`config.mk`:
```
export PLATFORM = sky130hd
export DESIGN_NAME = id_stage_pipe
export DESIGN_NICKNAME = d
export VERILOG_FILES = /design/src/rtl/id_stage_pipe.sv
export SDC_FILE = /design/constraint.sdc
export NUM_CORES = 1
export LEC_CHECK = 0
export BUFFER_PORTS_ARGS = -buffer_cell sky130_fd_sc_hd__buf_4
export CORE_AREA = 2 2 138 140
export CTS_BUF_LIST = sky130_fd_sc_hd__clkbuf_4
export DETAILED_ROUTE_END_ITERATION = 6
export DIE_AREA = 0 0 140 142
export GPL_ROUTABILITY_DRIVEN = 0
export PLACE_DENSITY = 0.61
export SYNTH_ARGS = -nofsm -noshare
export SYNTH_HDL_FRONTEND = slang
export SYNTH_SLANG_ARGS = --single-unit
```
`constraint.sdc`:
```
create_clock -name clk -period 2.8 [get_ports clk]
set_input_delay 0.14 -clock clk [delete_from_list [all_inputs] [get_ports clk]]
set_output_delay 0.14 -clock clk [all_outputs]
set_load 0.02 [all_outputs]
```
`src/rtl/id_stage_pipe.sv`:
```
// -----------------------------------------------------------------------------
// id_stage_pipe
//   Registered decode stage for the Jahangir MIPS32 pipeline. It sits between
//   the IF/ID register and EX. It decodes the logic-immediate instructions
//   (ORI/ANDI/XORI/LUI), the R-type logic instructions (AND/OR/XOR/NOR) and NOP.
//   It reads operands from the regfile, detects RAW hazards against results
//   still pending in EX/MEM, and registers the decoded bundle.
//
// Build option
//   ID_FWD_EN : when defined, operands matching a pending EX/MEM write are
//               bypassed. EX has priority over MEM, and MEM over the regfile.
//               The stage then never stalls. When undefined, any such match
//               stalls the instruction until EX/MEM no longer match.
//
// Ports
//   clk, rst_n           clock, synchronous active-low reset
//   in_valid/in_ready    IF/ID side handshake; in_pc, in_inst carry the payload
//   rf_rd{1,2}_en/addr   regfile read request (combinational from in_inst)
//   rf_rd{1,2}_data      regfile read data, returned in the same cycle
//   ex_wr_*, mem_wr_*    destination writes still pending in EX and MEM
//   out_valid/out_ready  EX side handshake
//   out_pc, out_opnd1/2, out_alu_op, out_alu_sel, out_wr_en, out_wr_addr,
//   out_inst_invalid     registered decoded bundle
//   stall_cnt            saturating count of cycles lost to hazard stalls
//
// Handshake: a transfer happens on a rising edge where valid && ready are both
//   high. The output register advances whenever it is empty or EX takes it
//   (adv = !out_valid || out_ready). An instruction is accepted when adv is
//   high and it has no unresolved hazard. Every other advancing cycle loads a
//   bubble. While adv is low, every output field holds.
// -----------------------------------------------------------------------------
module id_stage_pipe #(
  parameter int DATA_W   = 32,
  parameter int REG_AW   = 5,
  parameter int ALUOP_W  = 8,
  parameter int ALUSEL_W = 3
) (
  input  logic                clk,
  input  logic                rst_n,
  input  logic                in_valid,
  output logic                in_ready,
  input  logic [31:0]         in_pc,
  input  logic [31:0]         in_inst,
  output logic                rf_rd1_en,
  output logic                rf_rd2_en,
  output logic [REG_AW-1:0]   rf_rd1_addr,
  output logic [REG_AW-1:0]   rf_rd2_addr,
  input  logic [DATA_W-1:0]   rf_rd1_data,
  input  logic [DATA_W-1:0]   rf_rd2_data,
  input  logic                ex_wr_en,
  input  logic [REG_AW-1:0]   ex_wr_addr,
  input  logic [DATA_W-1:0]   ex_wr_data,
  input  logic                mem_wr_en,
  input  logic [REG_AW-1:0]   mem_wr_addr,
  input  logic [DATA_W-1:0]   mem_wr_data,
  output logic                out_valid,
  input  logic                out_ready,
  output logic [31:0]         out_pc,
  output logic [DATA_W-1:0]   out_opnd1,
  output logic [DATA_W-1:0]   out_opnd2,
  output logic [ALUOP_W-1:0]  out_alu_op,
  output logic [ALUSEL_W-1:0] out_alu_sel,
  output logic                out_wr_en,
  output logic [REG_AW-1:0]   out_wr_addr,
  output logic                out_inst_invalid,
  output logic [15:0]         stall_cnt
);

  localparam logic [5:0] OP_SPECIAL = 6'h00;
  localparam logic [5:0] OP_ANDI    = 6'h0C;
  localparam logic [5:0] OP_ORI     = 6'h0D;
  localparam logic [5:0] OP_XORI    = 6'h0E;
  localparam logic [5:0] OP_LUI     = 6'h0F;

  // Instruction fields
  logic [5:0]  opcode;
  logic [4:0]  rs_f, rt_f, rd_f, shamt_f;
  logic [5:0]  funct_f;
  logic [15:0] imm16;

  assign opcode  = in_inst[31:26];
  assign rs_f    = in_inst[25:21];
  assign rt_f    = in_inst[20:16];
  assign rd_f    = in_inst[15:11];
  assign shamt_f = in_inst[10:6];
  assign funct_f = in_inst[5:0];
  assign imm16   = in_inst[15:0];

  // Decode
  logic                dec_rd1_en, dec_rd2_en, dec_wr_en, dec_invalid;
  logic [DATA_W-1:0]   dec_imm;
  logic [ALUOP_W-1:0]  dec_alu_op;
  logic [ALUSEL_W-1:0] dec_alu_sel;
  logic [REG_AW-1:0]   dec_wr_addr;

  always_comb begin
    dec_rd1_en  = 1'b0;
    dec_rd2_en  = 1'b0;
    dec_wr_en   = 1'b0;
    dec_invalid = 1'b0;
    dec_imm     = '0;
    dec_alu_op  = '0;
    dec_alu_sel = '0;
    dec_wr_addr = '0;
    // An all-zero word is a NOP; it must be tested before the SPECIAL decode.
    if (in_inst != 32'h0) begin
      case (opcode)
        OP_ORI, OP_ANDI, OP_XORI: begin
          dec_rd1_en  = 1'b1;
          dec_imm     = DATA_W'(imm16);
          dec_alu_sel = ALUSEL_W'(3'b001);
          dec_wr_en   = 1'b1;
          dec_wr_addr = REG_AW'(rt_f);
          if (opcode == OP_ANDI)      dec_alu_op = ALUOP_W'(8'h24);
          else if (opcode == OP_ORI)  dec_alu_op = ALUOP_W'(8'h25);
          else                        dec_alu_op = ALUOP_W'(8'h26);
        end
        OP_LUI: begin
          dec_imm     = DATA_W'({imm16, 16'h0000});
          dec_alu_op  = ALUOP_W'(8'h25);
          dec_alu_sel = ALUSEL_W'(3'b001);
          dec_wr_en   = 1'b1;
          dec_wr_addr = REG_AW'(rt_f);
        end
        OP_SPECIAL: begin
          // funct 0x24..0x27 share the prefix 4'b1001
          if (shamt_f == 5'd0 && funct_f[5:2] == 4'b1001) begin
            dec_rd1_en  = 1'b1;
            dec_rd2_en  = 1'b1;
            dec_alu_op  = ALUOP_W'({2'b00, funct_f});
            dec_alu_sel = ALUSEL_W'(3'b001);
            dec_wr_en   = 1'b1;
            dec_wr_addr = REG_AW'(rd_f);
          end else begin
            dec_invalid = 1'b1;
          end
        end
        default: dec_invalid = 1'b1;
      endcase
    end
  end

  // Reads are only requested for a valid instruction, so an idle IF/ID
  // cannot raise a hazard or stall.
  assign rf_rd1_en   = in_valid && dec_rd1_en;
  assign rf_rd2_en   = in_valid && dec_rd2_en;
  assign rf_rd1_addr = REG_AW'(rs_f);
  assign rf_rd2_addr = REG_AW'(rt_f);

  // Hazard matching; register 0 never matches.
  logic rd1_zero, rd2_zero;
  logic ex_hit1, mem_hit1, ex_hit2, mem_hit2;
  logic stall;

  assign rd1_zero = (rf_rd1_addr == '0);
  assign rd2_zero = (rf_rd2_addr == '0);
  assign ex_hit1  = ex_wr_en  && (ex_wr_addr  == rf_rd1_addr);
  assign mem_hit1 = mem_wr_en && (mem_wr_addr == rf_rd1_addr);
  assign ex_hit2  = ex_wr_en  && (ex_wr_addr  == rf_rd2_addr);
  assign mem_hit2 = mem_wr_en && (mem_wr_addr == rf_rd2_addr);

  logic [DATA_W-1:0] opnd1, opnd2;

`ifdef ID_FWD_EN
  assign stall = 1'b0;

  always_comb begin
    opnd1 = '0;
    if (rf_rd1_en && !rd1_zero) begin
      if (ex_hit1)       opnd1 = ex_wr_data;
      else if (mem_hit1) opnd1 = mem_wr_data;
      else               opnd1 = rf_rd1_data;
    end
  end

  always_comb begin
    opnd2 = dec_imm;
    if (rf_rd2_en) begin
      if (rd2_zero)      opnd2 = '0;
      else if (ex_hit2)  opnd2 = ex_wr_data;
      else if (mem_hit2) opnd2 = mem_wr_data;
      else               opnd2 = rf_rd2_data;
    end
  end
`else
  assign stall = (rf_rd1_en && !rd1_zero && (ex_hit1 || mem_hit1)) ||
                 (rf_rd2_en && !rd2_zero && (ex_hit2 || mem_hit2));

  // Pending write data is only needed for bypassing.
  logic unused_bypass_data;
  assign unused_bypass_data = ^{ex_wr_data, mem_wr_data};

  always_comb begin
    opnd1 = '0;
    if (rf_rd1_en && !rd1_zero) opnd1 = rf_rd1_data;
  end

  always_comb begin
    opnd2 = dec_imm;
    if (rf_rd2_en) opnd2 = rd2_zero ? '0 : rf_rd2_data;
  end
`endif

  // Output register
  logic                valid_q, valid_d;
  logic [31:0]         pc_q, pc_d;
  logic [DATA_W-1:0]   opnd1_q, opnd1_d, opnd2_q, opnd2_d;
  logic [ALUOP_W-1:0]  alu_op_q, alu_op_d;
  logic [ALUSEL_W-1:0] alu_sel_q, alu_sel_d;
  logic                wr_en_q, wr_en_d;
  logic [REG_AW-1:0]   wr_addr_q, wr_addr_d;
  logic                invalid_q, invalid_d;
  logic [15:0]         cnt_q, cnt_d;
  logic                adv;

  assign adv      = !valid_q || out_ready;
  assign in_ready = rst_n && adv && !stall;

  always_comb begin
    valid_d   = valid_q;
    pc_d      = pc_q;
    opnd1_d   = opnd1_q;
    opnd2_d   = opnd2_q;
    alu_op_d  = alu_op_q;
    alu_sel_d = alu_sel_q;
    wr_en_d   = wr_en_q;
    wr_addr_d = wr_addr_q;
    invalid_d = invalid_q;
    cnt_d     = cnt_q;
    if (adv) begin
      if (in_valid && !stall) begin
        valid_d   = 1'b1;
        pc_d      = in_pc;
        opnd1_d   = opnd1;
        opnd2_d   = opnd2;
        alu_op_d  = dec_alu_op;
        alu_sel_d = dec_alu_sel;
        wr_en_d   = dec_wr_en;
        wr_addr_d = dec_wr_addr;
        invalid_d = dec_invalid;
      end else begin
        // Bubble: every field is cleared so EX sees a clean no-op.
        valid_d   = 1'b0;
        pc_d      = '0;
        opnd1_d   = '0;
        opnd2_d   = '0;
        alu_op_d  = '0;
        alu_sel_d = '0;
        wr_en_d   = 1'b0;
        wr_addr_d = '0;
        invalid_d = 1'b0;
      end
    end
    if (in_valid && adv && stall && cnt_q != 16'hFFFF) cnt_d = cnt_q + 16'd1;
  end

  always_ff @(posedge clk) begin
    if (!rst_n) begin
      valid_q   <= 1'b0;
      pc_q      <= '0;
      opnd1_q   <= '0;
      opnd2_q   <= '0;
      alu_op_q  <= '0;
      alu_sel_q <= '0;
      wr_en_q   <= 1'b0;
      wr_addr_q <= '0;
      invalid_q <= 1'b0;
      cnt_q     <= '0;
    end else begin
      valid_q   <= valid_d;
      pc_q      <= pc_d;
      opnd1_q   <= opnd1_d;
      opnd2_q   <= opnd2_d;
      alu_op_q  <= alu_op_d;
      alu_sel_q <= alu_sel_d;
      wr_en_q   <= wr_en_d;
      wr_addr_q <= wr_addr_d;
      invalid_q <= invalid_d;
      cnt_q     <= cnt_d;
    end
  end

  assign out_valid        = valid_q;
  assign out_pc           = pc_q;
  assign out_opnd1        = opnd1_q;
  assign out_opnd2        = opnd2_q;
  assign out_alu_op       = alu_op_q;
  assign out_alu_sel      = alu_sel_q;
  assign out_wr_en        = wr_en_q;
  assign out_wr_addr      = wr_addr_q;
  assign out_inst_invalid = invalid_q;
  assign stall_cnt        = cnt_q;

endmodule

```
Word level (Yosys, flattened, before mapping)
Cells that the tools add are included.
W data, S select, Z words.
{ "totals": {"input_bits": 208, "elab_cells": 88, "output_inout_bits": 144, "regBits": 131} }
{ "op_classes": {"reduce_logical": 32, "addsub": 1, "n_eq_ne": 10, "n_mux": 35} }
{ "op_table": {"columns": ["op", "n"], "rows": [
  ["$mux W32", 7],
  ["$pmux W32 S2", 1],
  ["$reduce_bool A32 Y1", 1],
  ["$eq A6 B4 Y1 const B", 4],
  ["$eq A5 B5 Y1", 4],
  ["$pmux W6 S3", 1],
  ["$logic_and A1 B1 Y1", 17],
  ["$add A16 B1 Y16 const B", 1],
  ["$ne A16 B16 Y1 const B", 1],
  ["$logic_not A5 Y1", 3],
  ["$mux W5", 3],
  ["$mux W1", 12],
  ["$mux W6", 2],
  ["$pmux W5 S2", 1],
  ["$mux W8", 1],
  ["$pmux W1 S2", 4],
  ["$logic_not A6 Y1", 1],
  ["$eq A4 B4 Y1 const B", 1],
  ["$logic_not A1 Y1", 4],
  ["$logic_or A1 B1 Y1", 4],
  ["$mux W2", 2],
  ["$reduce_or A4 Y1", 1],
  ["$mux W3", 1],
  ["$reduce_or A3 Y1", 1]
]} }

Logic depth before layout (Yosys ltp)
Gate-level depths: netlist of the first run.
{ "depth": {"ltp_word": 12, "depth_mapped": 9, "depth_no_buf": 7} }

Worst setup path before layout of the first run
Ideal clock, no wire load.
{ "synth_path": {"path_kind": "register -> register", "from": "reg cnt_q[0] (netlist: stall_cnt[0])", "to": "reg cnt_q[0] (netlist: stall_cnt[0])", "slack_ps": 576, "required_ps": 2730, "path_stages_with_launch": 10, "setup_time_ps": 70, "period_less_slack_ps": 2224, "path_buffers": 2, "arrival_ps": 2154, "path_cell_list": "dfxtp_1 ha_1 inv_1 nor3_1 nand3_1 o21ai_0 clkbuf_1 clkbuf_1 o21ai_0 a21oi_1"} }
{ "synth_via": {"elab_chain_cells": 2, "word_cells_on_any_way": 3, "classes_between": "add/sub: 1; eq/ne: 1; reduce/logical: 1"} }
{ "synth_rtl": {"columns": ["item", "line", "source"], "rows": [
  ["from (decl)", "213", "logic [15:0] cnt_q, cnt_d;"],
  ["from (signal assigned)", "279", "cnt_q <= cnt_d;"],
  ["parallel branches: the longest is 2 deep, another holds $add A16 B1 Y16", null, null]
]} }
Several ways; the timed one is not identified.
A chain may end at the register's enable or synchronous reset.

Final worst setup path of the first run
{ "layout_path": {"from": "in in_valid", "to": "out in_ready"} }
{ "layout_via": {"elab_chain_cells": 6, "word_cells_on_any_way": 9, "classes_between": "reduce/logical: 9"} }
{ "layout_rtl": {"columns": ["item", "line", "source"], "rows": [
  ["from (decl)", "40", "input logic in_valid,"],
  ["$logic_and A1 B1 Y1 (on tied branches)", "145, 146", null],
  ["$logic_and A1 B1 Y1 (on tied branches) (2 in a row)", "186, 187", null],
  ["$logic_or A1 B1 Y1 (*)", "186", "assign stall = (rf_rd1_en && !rd1_zero && (ex_hit1 || mem_hit1)) ||"],
  ["$logic_not A1 Y1 (*)", "217", "assign in_ready = rst_n && adv && !stall;"],
  ["$logic_and A1 B1 Y1 (*)", "217", null],
  ["to (decl)", "41", "output logic in_ready,"]
]} }
Every way passes the cells marked *; elsewhere a longest branch is shown, timed or not.

==> impl_metrics.ini, run 1 <==
[global_routing]
grt_pass1_vias = 5664
grt_pass1_wl_um = 30700
track_usage_pct = 19.5
grt_max_degree = 81
grt_overflow = 0
antenna_found_initial = 1

[setup_path]
cp.required_ns = 2.66
end_kind = primary output
timing.rr.start = stall_cnt[0]
r2r_cells = 7
rr_endpoint = stall_cnt[14]
crit_type = primary input to primary output
r2r_slack_ns = 0.43
crit_fanout = 32
cp.arrival_ns = 2.34
worstSetupStartpointType = primary input

[clock_tree]
cts_setup_buffers = 0
htreeDepth = 4
cts-root-buf = clkbuf_4
cts_made_buffers = 17
path_clk_slew_ns = 0.09
tritoncts = built
clock_path_buffers = 2
clock_latency_ns = 0.53
cts.sinks = 126

[power]
p_leak_nw = 3.76
ir_drop_mv = 0.198
total_power_mw = 3.77
cellPowerDensity_nw_per_um2 = 414

[floorplanning]
start_util_pct = 27.6
dieArea_um2 = 19900
rows = 50
core_area_um2 = 18500
die_y_um = 142
io_pins = 352
die_x_um = 140

[placement]
post-dp-hpwl_um = 13100
portBuffers = 283
dp_slack_ns = -0.00829

[yosys]
synthFlopType = dfxtp_1
synthArstFlopShare_pct = 0
synth_top_cell_area_share_pct = 49.6
syn_area_um2 = 5080
yosysWarnings = 0
synth_top_cells_by_count = 126 x dfxtp_1, 65 x a22o_1, 57 x nand2_1
synth_most_common_cell = dfxtp_1
ys_seq_area_share_pct = 49.6
syn-mean-instance-area_um2 = 9.59
synth-edff-count = 0
ys_top_cells_by_area = dfxtp_1 50%, a22o_1 11%, a22oi_1 5.6%
syn_inst = 530
yosys.area.top_type = dfxtp_1
ys_types = 43
synth_seq_cells = 126

[detailed_routing]
avgRoutedWirePerCell_um = 16.9
vias = 5840
drtAntennaViolNets = 0
post-route-drc-count = 50
wl_um = 20000
drt-pass1-iter-count = 7
via_per_inst = 4.93
drt_iter0_drc = 319

[layout]
area_growth_syn_to_layout_pct = 78.9
nets = 1145
layout-drive-gt1-share_pct = 35.3

[outcome]
violations = design-rule violations
status = complete, but fails checks

[sta]
report.final.slew_viol_count = 0
hold_violations = 0
timing.fmax_ghz = 0.404
tightest_slew_ns = 1.22
relSlewSlack_pct = 18.8
fin_worst_skew_ns = 0.0278
rsz0062_at_grt = no
report.final.setup_viol = 0
fin_crit_sh_pct = 88.4
fin_ws_ns = 0.324
fin_crit_ns = 2.48
setup_tns_ns = 0

[run]
cap_viol_max_count = 0

[worst_hold_path]
hold_depth = 3
hold_path_end = out_alu_op[1]
min-delay-start = in_inst[26]
holdCritPathClass = primary input to register
-- placed cells by master, fill, tap and decap left out, types with 2 or more instances in the layout --
| cell | count |
|---|---|
| buf_4 | 297 |
| dlygate4sd3_1 | 143 |
| dfxtp_1 | 126 |
| a22o_1 | 65 |
| nand2_1 | 57 |
| o21ai_0 | 45 |
| a22oi_1 | 38 |
| clkbuf_4 | 18 |
| nand3_1 | 14 |
| o31ai_1 | 13 |
| xnor2_1 | 12 |
| or4_1 | 12 |
| a21oi_1 | 12 |
| and3_1 | 8 |
| xor2_1 | 8 |
| nor3_1 | 7 |
| nor2_1 | 7 |
| nor4_1 | 6 |
| nand4_1 | 6 |
| and2_1 | 5 |
| or3_1 | 5 |
| conb_1 | 4 |
| clkinvlp_4 | 4 |
| inv_1 | 3 |
| bufinv_16 | 3 |
| diode_2 | 2 |
| nand2b_1 | 2 |
| o211ai_1 | 2 |
| o21a_1 | 2 |
| clkinv_4 | 2 |
| clkinv_2 | 2 |
| inv_6 | 2 |
-- how the worst max path moves through the flow --
stage	slack, ns	endpoint	start	cells after the start
floorplan	0.58	stall_cnt[0]	stall_cnt[0]	9
global placement	0.05	out_inst_invalid	in_inst[2]	8
detailed placement	-0.008	out_pc[7]	in_inst[2]	8
CTS	0.28	in_ready	in_valid	6
global route	0.18	in_ready	in_valid	6
finish	0.32	in_ready	in_valid	6
-- sequential cells by signal, summed over array words and instances, names as in the netlist --
register / cells
out_alu_op: 6
out_alu_sel: 1
out_inst_invalid: 1
out_opnd1: 32
out_opnd2: 32
out_pc: 32
out_valid: 1
out_wr_addr: 5
stall_cnt: 16
-- repair_timing --
item / in CTS / in global routing
hold endpoints to repair: 108 / 0
hold buffers: 143 / 0
gates resized for setup: 0 / 0
-- where the power goes --
part | switching [mW] | internal, mW | leakage (nW)
Combinational | 0.250 | 0.330 | 2.59
Sequential | 0.0158 | 1.82 | 1.02
Clock | 0.723 | 0.628 | 0.151
-- area by class of cell --
class	count	area, um^2
Clock inverter	13	165
Inverter	3	11.3
Tap cell	234	293
Antenna cell	2	5.00
Fill cell	1702	9360
Multi-Input combinational cell	347	2290
Timing Repair Buffer	441	3680
Clock buffer	18	135
Sequential cell	126	2520
-- metal layers --
metal,share of wire [%],up-vias,track usage [%]
met4,2.5,0,7.76
met3,8.7,44,6.36
met1,41,2717,23.6
li1,-,2786,-
met5,0,-,0
met2,47,293,32.1
-- worst max-delay path, cell delays in order --
cell and delay (ns):
dlygate4sd3_1 0.53, buf_4 0.17, o211a_1 0.12, a2bb2oi_2 0.93, and3_1 0.29, buf_4 0.14
-- logic make-up (layout without fill, tap and decap cells) --
group	count (synthesis)	in the layout	share of synthesized area (%)
other	1	6	0.0737
AND/OR/NAND/NOR	135	135	13.7
flip-flops	126	126	49.6
adder cells (fa/ha/maj)	1	1	0.246
XOR/XNOR	20	20	3.44
AO/OA/AOI/OAI	187	187	27.0
buffers and inverters	60	475	5.98
-- through the flow --
step | hold slack, ns | instances | cell area, um^2 | util, %
2_1_floorplan | 0.266 | 533 | 5100 | -
3_3_place_gp | 0.350 | 1008 | 7360 | 39.9
3_5_place_dp | 0.355 | 1008 | 7360 | 39.9
4_1_cts | 0.00799 | 1182 | 9090 | 49.3
5_1_grt | 0.0251 | 1183 | 9100 | 49.3
6_report | 0.0547 | 1184 | 9100 | 49.3
Note: power is estimated with default switching activity, not from simulation.
==> run 2: changes to the inputs <==
--- a/config.mk
+++ b/config.mk
@@ -5,13 +5,15 @@
 export SDC_FILE = /design/constraint.sdc
 export NUM_CORES = 1
 export LEC_CHECK = 0
+export ABC_AREA = 1
 export BUFFER_PORTS_ARGS = -buffer_cell sky130_fd_sc_hd__buf_4
 export CORE_AREA = 2 2 138 140
 export CTS_BUF_LIST = sky130_fd_sc_hd__clkbuf_4
 export DETAILED_ROUTE_END_ITERATION = 6
 export DIE_AREA = 0 0 140 142
 export GPL_ROUTABILITY_DRIVEN = 0
-export PLACE_DENSITY = 0.61
+export PLACE_DENSITY = 0.68
+export RECOVER_POWER = 25
 export SYNTH_ARGS = -nofsm -noshare
 export SYNTH_HDL_FRONTEND = slang
 export SYNTH_SLANG_ARGS = --single-unit
==> impl_metrics.ini, run 2 <==
[clock_tree]
clock_path_buffers = 2
cts_made_buffers = 17
htreeDepth = 4
tritoncts = built
cts.sinks = 126
cts-resized-gates = 0
clock_latency_ns = 0.54
path_clk_slew_ns = 0.12
cts-root-buf = clkbuf_4

[yosys]
synth-edff-count = 0
ys_top_cells_by_area = dfxtp_1 39%, nand2_1 19%, nand3_1 9.4%
syn_inst = 1002
synth_most_common_cell = nand2_1
synth_seq_cells = 126
ys_seq_area_share_pct = 39.2
synthArstFlopShare_pct = 0
syn_area_um2 = 6440
yosys.area.top_type = dfxtp_1
syn-mean-instance-area_um2 = 6.43
synth_top_cells_by_count = 332 x nand2_1, 126 x dfxtp_1, 121 x nand3_1
ys_types = 28
yosysWarnings = 0
synth_top_cell_area_share_pct = 39.2
synthFlopType = dfxtp_1

[floorplanning]
start_util_pct = 34.9
rows = 50
die_x_um = 140
core_area_um2 = 18500
dieArea_um2 = 19900
io_pins = 352
die_y_um = 142

[layout]
most-common-layout-cells = 332 x nand2_1, 232 x buf_4, 126 x dfxtp_1
post-route-util_pct = 52.6
nets = 1566
area_growth_syn_to_layout_pct = 50.7
final_common_cell = nand2_1
layout-drive-gt1-share_pct = 20.2
nFillCells = 1824

[global_routing]
grt_max_degree = 76
track_usage_pct = 22.8
grt_pass1_vias = 7363
grt_pass1_wl_um = 36600
grt_overflow = 0
antenna_found_initial = 1

[worst_hold_path]
holdCritPathClass = primary input to register
hold_depth = 7

[sta]
timing.fmax_ghz = 0.388
fin_crit_sh_pct = 92.1
relSlewSlack_pct = 43.2
fin_crit_ns = 2.58
hold_violations = 0
fin_worst_skew_ns = 0.0190
rsz0062_at_grt = no
fin_ws_ns = 0.222
hold-worst-slack_ns = 0.0490
report.final.slew_viol_count = 0
report.final.setup_viol = 0
tightest_slew_ns = 0.853
setup_tns_ns = 0

[run]
cap_viol_max_count = 0

[power]
cellPowerDensity_nw_per_um2 = 386
p_leak_nw = 4.90
ir_drop_mv = 0.205

[detailed_routing]
drt_iter0_drc = 393
drtAntennaViolNets = 0
via_per_inst = 4.80
avgRoutedWirePerCell_um = 14.4
vias = 7701
wl_um = 23100
post-route-drc-count = 38
drt-pass1-iter-count = 7

[setup_path]
r2r_cells = 7
r2r_slack_ns = 0.41
cp.arrival_ns = 3.06
cp.required_ns = 3.29
cp_slowest_stage_delay_ns = 0.65
crit_type = primary input to register
worstSetupStartpointType = primary input
end_kind = register
crit_fanout = 19
worstPathCellList = dlygate4sd3_1 -> buf_4 -> nor2_1 -> nand3_1 -> nor2_1 -> nand2_2 -> nand2_1 -> nand4_4 -> nand2_4 -> nor3_4 -> nand3_1 -> dlygate4sd3_1 -> nand2_1
crit_path_top_delay_cell = nor3_4

[placement]
dp_slack_ns = 0.362
portBuffers = 283
post-dp-hpwl_um = 15600

[outcome]
status = complete, but fails checks
violations = design-rule violations
## run 2: what timing repair did
action	CTS	global route
setup endpoints to repair	0	0
hold buffers	100	0
endpoints found under the hold margin	84	0
setup buffers	0	0
## run 2: logic make-up (layout without fill, tap and decap cells)
kind of cell	count (synthesis)	count (layout)	synth area share [%]
AOI/OAI and AO/OA	79	79	6.32
buffers and inverters	172	535	12.0
adders and majority gates	1	1	0.194
other	1	7	0.0582
and+or+nand+nor	606	606	39.9
xor gates and xnor gates	17	17	2.31
DFF	126	126	39.2
## run 2: critical path: cells and delay by family
| family | cells | cell delay (ns) |
|---|---|---|
| and+or+nand+nor | 10 | 1.61 |
| buffers and inverters | 3 | 1.31 |
## run 2: layout make-up
cell class | count | area (um^2) | area share, %
Clock inverter | 9 | 120 | 1.24
Timing Repair Buffer | 400 | 3050 | 31.4
Inverter | 105 | 394 | 4.06
Antenna cell | 3 | 7.51 | 0.0774
Tap cell | 234 | 293 | 3.02
Multi-Input combinational cell | 707 | 3160 | 32.6
Clock buffer | 21 | 158 | 1.62
Sequential cell | 126 | 2520 | 26.0
## run 2: final timing paths
| path | start | end |
|---|---|---|
| setup / recovery | in_inst[27] | out_opnd1[14] |
| hold / removal | rf_rd2_data[11] | out_opnd2[11] |
| setup reg to reg | out_valid | out_opnd1[14] |
| hold reg to reg | out_opnd2[3] | out_opnd2[3] |
## run 2: power by group
group	internal [mW]	switching, mW	leakage [nW]	total, mW
clock	0.639	0.670	0.154	1.31
combinational	0.293	0.313	3.73	0.606
sequential	1.82	0.0144	1.02	1.83
total	2.75	0.998	4.90	3.75
## run 2: through the flow
step,std cells,cell area [um^2],power [mW]
after floorplan,1005,6450,2.13
after global placement,1472,8660,2.39
after detailed placement,1472,8660,2.40
after CTS,1602,9940,3.81
after global routing,1603,9700,3.93
final,1605,9700,3.75
## run 2: metal layers
layer	track usage (%)	up-vias	wire, um
met2	39.7	316	11300
met3	5.96	53	1790
li1	-	3846	-
met1	26.2	3486	9360
met5	0	-	0
met4	10.5	0	671
==> run 3: changes to the inputs <==
--- a/config.mk
+++ b/config.mk
@@ -14,6 +14,7 @@
 export GPL_ROUTABILITY_DRIVEN = 0
 export PLACE_DENSITY = 0.68
 export RECOVER_POWER = 25
+export REMOVE_ABC_BUFFERS = 1
 export SYNTH_ARGS = -nofsm -noshare
 export SYNTH_HDL_FRONTEND = slang
 export SYNTH_SLANG_ARGS = --single-unit
==> impl_metrics.ini, run 3 (same netlist as run 2, synthesis figures left out) <==
[setup_path]
worstSetupStartpointType = primary input
r2r_cells = 7
cp.required_ns = 2.66
end_kind = primary output
cp.arrival_ns = 2.39
crit_fanout = 19
crit_type = primary input to primary output

[detailed_routing]
via_per_inst = 4.76
post-route-drc-count = 25
vias = 7549
drtAntennaViolNets = 0
drt-pass1-iter-count = 7
wl_um = 22800
avgRoutedWirePerCell_um = 14.4
drt_iter0_drc = 441

[sta]
fin_ws_ns = 0.271
relSlewSlack_pct = 41.9
hold-worst-slack_ns = 0.0505
timing.fmax_ghz = 0.395
fin_crit_sh_pct = 90.3
report.final.setup_viol = 0
tightest_slew_ns = 0.871
report.final.slew_viol_count = 0
rsz0062_at_grt = no
hold_violations = 0
fin_crit_ns = 2.53
fin_worst_skew_ns = 0.0241

[global_routing]
grt_pass1_vias = 7113
grt_max_degree = 81
busiest_layer = met2
grt_pass1_wl_um = 35700
use_met3_pct = 5.92
track_usage_pct = 22.4
antenna_found_initial = 1
grt_overflow = 0
use_met1_pct = 26.8
use_met2_pct = 38.7

[placement]
dp_slack_ns = 0.486
portBuffers = 283
dpl-instance-area_um2 = 8630
post-dp-hpwl_um = 15400

[clock_tree]
clock_path_buffers = 2
cts-root-buf = clkbuf_4
htreeDepth = 4
cts_setup_buffers = 0
cts_made_buffers = 17
tritoncts = built
path_clk_slew_ns = 0.12
cts.sinks = 126
clock_latency_ns = 0.52

[power]
total_power_mw = 3.68
cellPowerDensity_nw_per_um2 = 388
p_leak_nw = 4.85
ir_drop_mv = 0.170

[layout]
final_common_cell = nand2_1
final_area_um2 = 9490
most-common-layout-cells = 332 x nand2_1, 229 x buf_4, 126 x dfxtp_1
area_growth_syn_to_layout_pct = 47.4
nets = 1547
layout-drive-gt1-share_pct = 20.3

[floorplanning]
die_y_um = 142
start_util_pct = 34.9
die_x_um = 140
rows = 50
dieArea_um2 = 19900
io_pins = 352
core_area_um2 = 18500

[outcome]
status = complete, but fails checks
violations = design-rule violations

[worst_hold_path]
hold_depth = 7
holdCritPathClass = primary input to register

[run]
cap_viol_max_count = 0
[run 3: path summary, 6_finish.rpt]
check	from	to	slack [ns]
max	in_inst[27]	in_ready	0.27
min	rf_rd2_data[17]	out_opnd2[17]	0.05
max reg2reg	stall_cnt[0]	stall_cnt[0]	0.86
min reg2reg	out_alu_op[5]	out_alu_op[5]	0.45
[run 3: layout make-up]
cell class	instances	area (um^2)
Tap cell	234	293
Antenna cell	1	2.50
Clock inverter	12	121
Fill cell	1867	8970
Multi-Input combinational cell	707	3170
Sequential cell	126	2520
Inverter	105	394
Timing Repair Buffer	381	2850
Clock buffer	19	143
[run 3: critical path, stage by stage]
cell and delay, ns:
dlygate4sd3_1 0.57, buf_4 0.15, nor2_1 0.16, nand3_1 0.09, nor2_1 0.15, nand2_2 0.20
nand2_1 0.19, nand4_4 0.21, nand2_4 0.27, nor3_1 0.08, buf_4 0.17
[run 3: metal layers]
layer	vias to the layer above	part of all wire, %	wire (um)
met5	-	0	0
met4	0	3.0	677
met3	50	7.8	1780
met2	297	47	10800
met1	3392	42	9570
li1	3810	-	-
[run 3: power breakdown]
part / internal (mW) / total, mW / switching (mW)
Clock: 0.538 / 1.24 / 0.707
Sequential: 1.82 / 1.83 / 0.0159
Combinational: 0.292 / 0.601 / 0.310
[run 3: timing repair]
item	CTS	global route
hold buffers	84	0
gates resized for setup	0	0
hold endpoints to repair	90	0
[run 3: through the flow]
step,utilization (%),instances,TNS (ns)
after floorplan,-,938,-155.74
after global placement,46.8,1469,0
after detailed placement,46.8,1469,0
after CTS,52.7,1584,0
after global routing,51.4,1585,0
final,51.4,1585,0
